File: config.mk
export PLATFORM = sky130hd
export DESIGN_NAME = iir_power_meter
export DESIGN_NICKNAME = d
export VERILOG_FILES = /design/src/rtl/iir_pkg.sv /design/src/rtl/iir_power_meter_mag_sq.sv /design/src/rtl/iir_power_meter.sv
export SDC_FILE = /design/constraint.sdc
export NUM_CORES = 2
export LEC_CHECK = 0
export ABC_CLOCK_PERIOD_IN_PS = 20100
export CORE_MARGIN = 2
export CORE_UTILIZATION = 40
export CTS_CLUSTER_DIAMETER = 60
export DETAILED_ROUTE_END_ITERATION = 10
export GPL_TIMING_DRIVEN = 0
export PLACE_DENSITY = 0.61
export REMOVE_ABC_BUFFERS = 1
export SYNTH_ARGS = -nofsm -noshare
export SYNTH_HDL_FRONTEND = slang
export SYNTH_SLANG_ARGS = --single-unit
File: constraint.sdc
create_clock -name clk -period 20.1 [get_ports clk]
set_input_delay 4.02 -clock clk [delete_from_list [all_inputs] [get_ports clk]]
set_output_delay 4.02 -clock clk [all_outputs]
set_load 0.02 [all_outputs]
File: src/rtl/iir_pkg.sv
// Shared types for the IIR output power meter: sample/power widths and window FSM.
package iir_pkg;
   localparam int Ndwidth = 18;
   localparam int PW      = 2 * Ndwidth;

   typedef logic signed [Ndwidth-1:0] samp_t;
   typedef logic [PW-1:0]             pwr_t;
   typedef logic [PW-2:0]             sq_t;

   typedef enum logic {
      ST_RUN   = 1'b0,
      ST_FLUSH = 1'b1
   } win_st_t;

   // |x| as an unsigned Ndwidth value; -2^(Ndwidth-1) maps to 2^(Ndwidth-1) exactly.
   function automatic logic [Ndwidth-1:0] mag(input samp_t x);
      return x[Ndwidth-1] ? $unsigned(-x) : $unsigned(x);
   endfunction

   function automatic pwr_t pmax(input pwr_t a, input pwr_t b);
      return (a > b) ? a : b;
   endfunction
endpackage

File: src/rtl/iir_power_meter_mag_sq.sv
// Two-stage |y|^2 pipeline: registered squares, then registered full-precision sum.
module mag_sq
   import iir_pkg::*;
(
   input  logic                      clk,
   input  logic                      rst,
   input  logic                      i_flush,
   input  logic                      i_vld,
   input  logic signed [Ndwidth-1:0] i_re,
   input  logic signed [Ndwidth-1:0] i_im,
   output logic                      o_vld,
   output logic [PW-1:0]             o_sum
);
   logic [Ndwidth-1:0] w_re_mag;
   logic [Ndwidth-1:0] w_im_mag;
   sq_t                w_re_sq;
   sq_t                w_im_sq;
   logic               r_sq_vld;
   sq_t                r_re_sq;
   sq_t                r_im_sq;

   // Squaring the magnitude keeps the product unsigned and PW-1 bits wide.
   assign w_re_mag = mag(i_re);
   assign w_im_mag = mag(i_im);
   assign w_re_sq  = sq_t'(w_re_mag) * sq_t'(w_re_mag);
   assign w_im_sq  = sq_t'(w_im_mag) * sq_t'(w_im_mag);

   always_ff @(posedge clk) begin
      if (rst || i_flush) begin
         r_sq_vld <= 1'b0;
         o_vld    <= 1'b0;
      end else begin
         r_sq_vld <= i_vld;
         o_vld    <= r_sq_vld;
      end
   end

   always_ff @(posedge clk) begin
      if (rst) begin
         r_re_sq <= '0;
         r_im_sq <= '0;
         o_sum   <= '0;
      end else begin
         if (i_vld) begin
            r_re_sq <= w_re_sq;
            r_im_sq <= w_im_sq;
         end
         if (r_sq_vld) o_sum <= pwr_t'(r_re_sq) + pwr_t'(r_im_sq);
      end
   end
endmodule

File: src/rtl/iir_power_meter.sv
// Pairs real/imag filter outputs, forms |y|^2 and reports mean and peak per 2^LOG2N pairs.
module iir_power_meter
   import iir_pkg::*;
#(
   parameter int LOG2N = 10
) (
   input  logic                      clk,
   input  logic                      rst,
   input  logic                      en,
   input  logic                      dv_real,
   input  logic signed [Ndwidth-1:0] d_real,
   input  logic                      dv_imag,
   input  logic signed [Ndwidth-1:0] d_imag,
   output logic                      dv_out,
   output logic [2*Ndwidth-1:0]      pwr_out,
   output logic [2*Ndwidth-1:0]      peak_out,
   output logic                      err_unpaired
);
   localparam int AW = PW + LOG2N;

   samp_t            r_hr;
   samp_t            r_hi;
   logic             r_hr_vld;
   logic             r_hi_vld;
   logic             w_pair;
   samp_t            w_pr;
   samp_t            w_pi;
   logic             w_drop;

   win_st_t          r_state;
   win_st_t          w_state_nx;
   logic             w_flush;
   logic             w_pipe_kill;

   logic             w_sum_vld;
   pwr_t             w_sum;
   logic [AW-1:0]    r_acc;
   logic [AW-1:0]    w_acc_sum;
   pwr_t             r_peak;
   logic [LOG2N-1:0] r_cnt;

   // Held sample is older than a live one, so it is consumed first.
   always_comb begin
      w_pair = en & (dv_real | r_hr_vld) & (dv_imag | r_hi_vld);
      w_pr   = r_hr_vld ? r_hr : d_real;
      w_pi   = r_hi_vld ? r_hi : d_imag;
      w_drop = ~w_pair & ((dv_real & r_hr_vld) | (dv_imag & r_hi_vld));
   end

   always_ff @(posedge clk) begin
      if (rst) begin
         r_hr         <= '0;
         r_hi         <= '0;
         r_hr_vld     <= 1'b0;
         r_hi_vld     <= 1'b0;
         err_unpaired <= 1'b0;
      end else if (!en) begin
         r_hr_vld <= 1'b0;
         r_hi_vld <= 1'b0;
      end else begin
         if (dv_real) r_hr <= d_real;
         if (dv_imag) r_hi <= d_imag;
         r_hr_vld <= w_pair ? (r_hr_vld & dv_real) : (r_hr_vld | dv_real);
         r_hi_vld <= w_pair ? (r_hi_vld & dv_imag) : (r_hi_vld | dv_imag);
         if (w_drop) err_unpaired <= 1'b1;
      end
   end

   always_ff @(posedge clk) begin
      if (rst) r_state <= ST_RUN;
      else     r_state <= w_state_nx;
   end

   always_comb begin
      w_state_nx = r_state;
      case (r_state)
         ST_RUN:   if (!en) w_state_nx = ST_FLUSH;
         ST_FLUSH: if (en)  w_state_nx = ST_RUN;
         default:  w_state_nx = ST_RUN;
      endcase
   end

   // Pipeline is killed only while en is low so the first pair after en rises survives.
   always_comb begin
      w_flush     = (r_state == ST_FLUSH) | ~en;
      w_pipe_kill = ~en;
   end

   mag_sq u_mag_sq (
      .clk     (clk),
      .rst     (rst),
      .i_flush (w_pipe_kill),
      .i_vld   (w_pair),
      .i_re    (w_pr),
      .i_im    (w_pi),
      .o_vld   (w_sum_vld),
      .o_sum   (w_sum)
   );

   assign w_acc_sum = r_acc + AW'(w_sum);

   always_ff @(posedge clk) begin
      if (rst) begin
         r_acc    <= '0;
         r_peak   <= '0;
         r_cnt    <= '0;
         dv_out   <= 1'b0;
         pwr_out  <= '0;
         peak_out <= '0;
      end else begin
         dv_out <= 1'b0;
         if (w_flush) begin
            r_acc  <= '0;
            r_peak <= '0;
            r_cnt  <= '0;
         end else if (w_sum_vld) begin
            if (&r_cnt) begin
               pwr_out  <= PW'(w_acc_sum >> LOG2N);
               peak_out <= pmax(r_peak, w_sum);
               dv_out   <= 1'b1;
               r_acc    <= '0;
               r_peak   <= '0;
               r_cnt    <= '0;
            end else begin
               r_acc  <= w_acc_sum;
               r_peak <= pmax(r_peak, w_sum);
               r_cnt  <= r_cnt + 1'b1;
            end
         end
      end
   end
endmodule

# ---- Yosys cells after proc, flatten, opt, wreduce, memory -nomap -nowiden
# Cells that the tools add are included.
dict set report word_totals {
  reg_bits 313
  in_bits 41
  elab_cells 59
}
dict set report classes {
  add_sub_neg 5
  multipliers 2
  magnitude_cmp 1
  mux 12
  bitwise 13
  n_reduce_logical 9
}
# operator n
set ops {}
lappend ops {{two-way mux 18 bit} 4}
lappend ops {{two-way mux 36 bit} 2}
lappend ops {{multiplier 18 x 18 -> 35 bit} 2}
lappend ops {{adder 46 x 36 -> 46 bit} 1}
lappend ops {{two-way mux 46 bit} 1}
lappend ops {{adder 35 x 35 -> 36 bit} 1}
lappend ops {{> comparator 36 bit} 1}
lappend ops {{negation 18 bit} 2}
lappend ops {{AND reduction 12 bit} 1}
lappend ops {{adder 10 x 1 -> 10 bit (second input constant)} 1}
lappend ops {{two-way mux 10 bit} 1}
lappend ops {{AND reduction 10 bit} 1}
lappend ops {{AND reduction 2 bit} 3}
lappend ops {{AND 1 bit} 5}
lappend ops {{two-way mux 1 bit} 4}
lappend ops {{inverter 1 bit} 4}
lappend ops {{OR 1 bit} 4}
lappend ops {{OR reduction 2 bit} 2}
lappend ops {{OR reduction 3 bit} 1}
lappend ops {{logical OR 1 bit} 1}

# ---- Logic depth before layout (Yosys ltp)
dict set report logic_depth {
  depth_word 6
  depth_mapped 39
  mapped_depth_nobuf 32
}

# ---- Cells and area by module
# Synthesis repeated with hierarchy kept, for this count alone.
dict set report unflattened {
  cells_unflattened 3976
  area_unflattened_um2 34259.1
}
# mod instances cells_per_inst area_each_um2 seq_area_each_um2
set by_module_without_submodules {}
lappend by_module_without_submodules {mag_sq 1 2624 23189.7 2122.0}
lappend by_module_without_submodules {iir_power_meter 1 1352 11069.4 4103.9}

# ---- Worst setup path after synthesis
# No wires, ideal clock.
dict set report synth_path {
  path_type {input to register}
  startpoint {in d_real[0]}
  endpoint {reg u_mag_sq.r_re_sq[32]}
  t_arrival_ps 11701
  slack_ps 8277
  cell_stages 32
  n_path_buf 1
  cell_sequence {mux2_4 > clkinv_2 > clkbuf_1 > ha_1 > o21ai_0 > nand2b_1 > or2_2 > o21ai_0 > xnor2_1 > clkinv_1 > nand2_1 > inv_1 > fa_1 > fa_1 > inv_1 > fa_1 > inv_1 > fa_1 > fa_1 > inv_1 > fa_1 > inv_1 > ha_1 > a21o_1 > a21o_1 > a21o_1 > a22oi_1 > o311ai_1 > o311a_1 > o31ai_1 > o211ai_1 > o311a_1}
}
dict set report synth_via {
  elab_chain_len 4
}
# item line_no
set synth_rtl {}
lappend synth_rtl {{start, declared} iir_power_meter.sv:11} ;# input logic signed [Ndwidth-1:0] d_real,
lappend synth_rtl {{two-way mux 18 bit *} iir_power_meter.sv:45} ;# w_pr = r_hr_vld ? r_hr : d_real;
lappend synth_rtl {{negation 18 bit} iir_pkg.sv:17} ;# return x[Ndwidth-1] ? $unsigned(-x) : $unsigned(x);
lappend synth_rtl {{two-way mux 18 bit *} iir_pkg.sv:17}
lappend synth_rtl {{multiplier 18 x 18 -> 35 bit *} iir_power_meter_mag_sq.sv:25} ;# assign w_re_sq = sq_t'(w_re_mag) * sq_t'(w_re_mag);
lappend synth_rtl {{end signal, assigned} iir_power_meter_mag_sq.sv:45} ;# r_re_sq <= w_re_sq;
lappend synth_rtl {{end, declared} iir_power_meter_mag_sq.sv:19} ;# sq_t r_re_sq;
# Every way passes the cells marked *; elsewhere a longest branch is shown, timed or not.
# A chain may end at the register's enable or synchronous reset.

# ---- Worst setup path after layout
# Ends and elaborated chain as after synthesis.

==> impl_metrics.tcl <==
set metrics [dict create \
    synth_top_area_cell "fa_1" \
    postCtsSetupBuffers 0 \
    synth_top_area_share_pct 26.0 \
    postSynthAreaPerCell_um2 8.56 \
    finalCritPeriodShare_pct 67.5 \
    grt_antenna_before_repair 0 \
    cp_max_fo 13 \
    cts_buffers 39 \
    vias_per_cell 5.07 \
    holdBufCountCts 0 \
    drc 0 \
    dr_total_vias 26200 \
    overflow 0 \
    die_h_um 296 \
    crit_path_top_delay_cell "xnor2_1" \
    grt_pass1_vias 26800 \
    maxSlewViolCount 12 \
    required_ns 20.55 \
    fin_area_um2 37700 \
    clockBufferDepth 3 \
    status "finished, violations left" \
    hold_class "reg -> reg" \
    rsz0062_at_grt "false" \
    core-area_um2 84000 \
    yosysSeqAreaShare_pct 18.3 \
    ys_top_cells_by_area "fa_1, dfxtp_1, ha_1" \
    clock-sinks 311 \
    drive_above_1_share_pct 3.17 \
    fmax_ghz 0.0737 \
    clock_latency_ns 0.58 \
    io_buffers 114 \
    worstHoldStart "u_mag_sq.r_im_sq[8]" \
    synthTopCellsByCount "inv_1, nand2_1, fa_1" \
    end_kind "flop" \
    violations "max-capacitance violations, max-slew violations" \
    cts.root.buffer_cell "clkbuf_16" \
    yosysWarnings 0 \
    cts_tree "done" \
    setup_violations 0 \
    antenna_cells 0 \
    synth.distinct_cells 85 \
    die-area_um2 87400 \
    rows 106 \
    drtIter0Drc 1558 \
    hold_viol 0 \
    nets 4809 \
    cpMostUsedCell "fa_1" \
    start_util_pct 40.5 \
    drt-total-wl_um 82100 \
    critPathLaunchType "input port" \
    r2r-start "r_hr_vld" \
    ys_seq_elements 311 \
    postPlaceCellArea_um2 36300 \
    startpoint "d_real[0]" \
    ys.flop_type "dfxtp_1" \
    grtUsageTotal_pct 19.3 \
    worstSetupPathType "in -> reg" \
    async_flop_share_pct 0 \
    cp.arrival_ns 14.01 \
    setup_tns_ns 0 \
    wire_per_inst_um 15.9 \
    synth_cells 3976 \
    fin_ws_ns 6.54 \
    dp_hpwl_um 65600 \
    place_congestion 0.867 \
    fin_crit_ns 13.56 \
    io_pins 115 \
    grt_max_degree 121 \
    clkSlewWorstSetupHoldPaths_ns 0.05 \
    synth_edf_count 0 \
    dp_slack_ns 5.98 \
    max-cap-violations 1 \
    slew_headroom_pct -0.428 \
    htreeDepth 2 \
    clock_skew_ns 0.0262 \
    drt_pass1_iterations 6 \
    area_growth_pct 10.7 \
    yosysMostFrequentCell "inv_1" \
    cts_resized 0 \
    tightestPinTransition_ns 1.50 \
    die_width_um 296 \
    max_stage_delay_ns 0.97 \
    ant_nets 0 \
    grt_pass1_wl_um 137000 \
    syn_area_um2 34000 \
]
[path summary, 6_finish.rpt]
path                                to  slack (ns)  cells past startpoint
setup / recovery  u_mag_sq.r_re_sq[32]        6.54                     30
hold / removal     u_mag_sq.r_im_sq[8]        0.45                      2
hold reg to reg    u_mag_sq.r_im_sq[8]        0.45                      2
setup reg to reg  u_mag_sq.r_re_sq[32]        9.37                     29
[metrics by stage]
step	utilization [%]	hold slack [ns]	std cells
after floorplan	-	0.430	3842
after global placement	42.9	0.444	5090
after detailed placement	43.3	0.449	5100
after CTS	44.9	0.456	5171
after global routing	44.9	0.470	5171
final	44.9	0.454	5171
[state kept, by name, indices dropped and copies added (netlist names), 10 cells and up]
signal and flops:
r_cnt 10, r_peak 36, peak_out 36, u_mag_sq.r_im_sq 34
r_acc 46, u_mag_sq.o_sum 36, r_hr 18, u_mag_sq.r_re_sq 34
pwr_out 36, r_hi 18
[routing by layer]
layer / track usage, % / vias to the layer above / wire length, µm
met5: 0 / - / 0
met4: 4.36 / 0 / 1570
met3: 3.27 / 105 / 5020
met2: 32.6 / 613 / 38300
met1: 25.9 / 12600 / 37200
li1: - / 12900 / -
[cells by family (layout without fill, tap and decap cells)]
kind of cell             Yosys count  after routing  synth area share, %
AO/OA/AOI/OAI                    718            718                 13.8
XOR/XNOR                         161            161                 4.14
adder cells (fa/ha/maj)          761            761                 37.7
buffers and inverters            870            908                 9.72
flip-flops                       311            311                 18.3
multiplexers                      95             95                 2.82
other                              2             25               0.0221
AND/OR/NAND/NOR                 1058           1058                 13.5
[area by class of cell]
| class | instances | area (µm²) |
|---|---|---|
| clock buffer | 52 | 1070 |
| clock inverter | 19 | 275 |
| fill | 8295 | 46300 |
| inverter | 713 | 2680 |
| multi-input combinational | 2818 | 24700 |
| sequential | 311 | 6230 |
| tap | 1134 | 1420 |
| timing repair buffer | 124 | 1320 |
[critical path: cells and delay by family]
family | cells | cell delay [ns]
adders and majority gates | 8 | 3.88
buffers and inverters | 8 | 1.94
AOI/OAI and AO/OA | 7 | 1.79
and+or+nand+nor | 5 | 1.14
xor gates and xnor gates | 1 | 0.97
muxes | 1 | 0.25
[placed cells by master, fill, tap and decap left out, types with 56 or more instances in the layout]
master | Yosys | final
a211oi_1 | 68 | 68
fa_1 | 442 | 442
ha_1 | 319 | 319
a21oi_1 | 249 | 249
mux2i_1 | 90 | 90
dfxtp_1 | 311 | 308
o21ai_0 | 84 | 84
inv_1 | 706 | 706
nand2_1 | 464 | 464
nor2_1 | 346 | 342
xnor2_1 | 100 | 97
xor2_1 | 61 | 56
a21o_1 | 80 | 80
clkdlybuf4s50_1 | 0 | 113
Power is not shown: default switching activity piles up to over one toggle a cycle in this logic, so the estimate is an artifact.
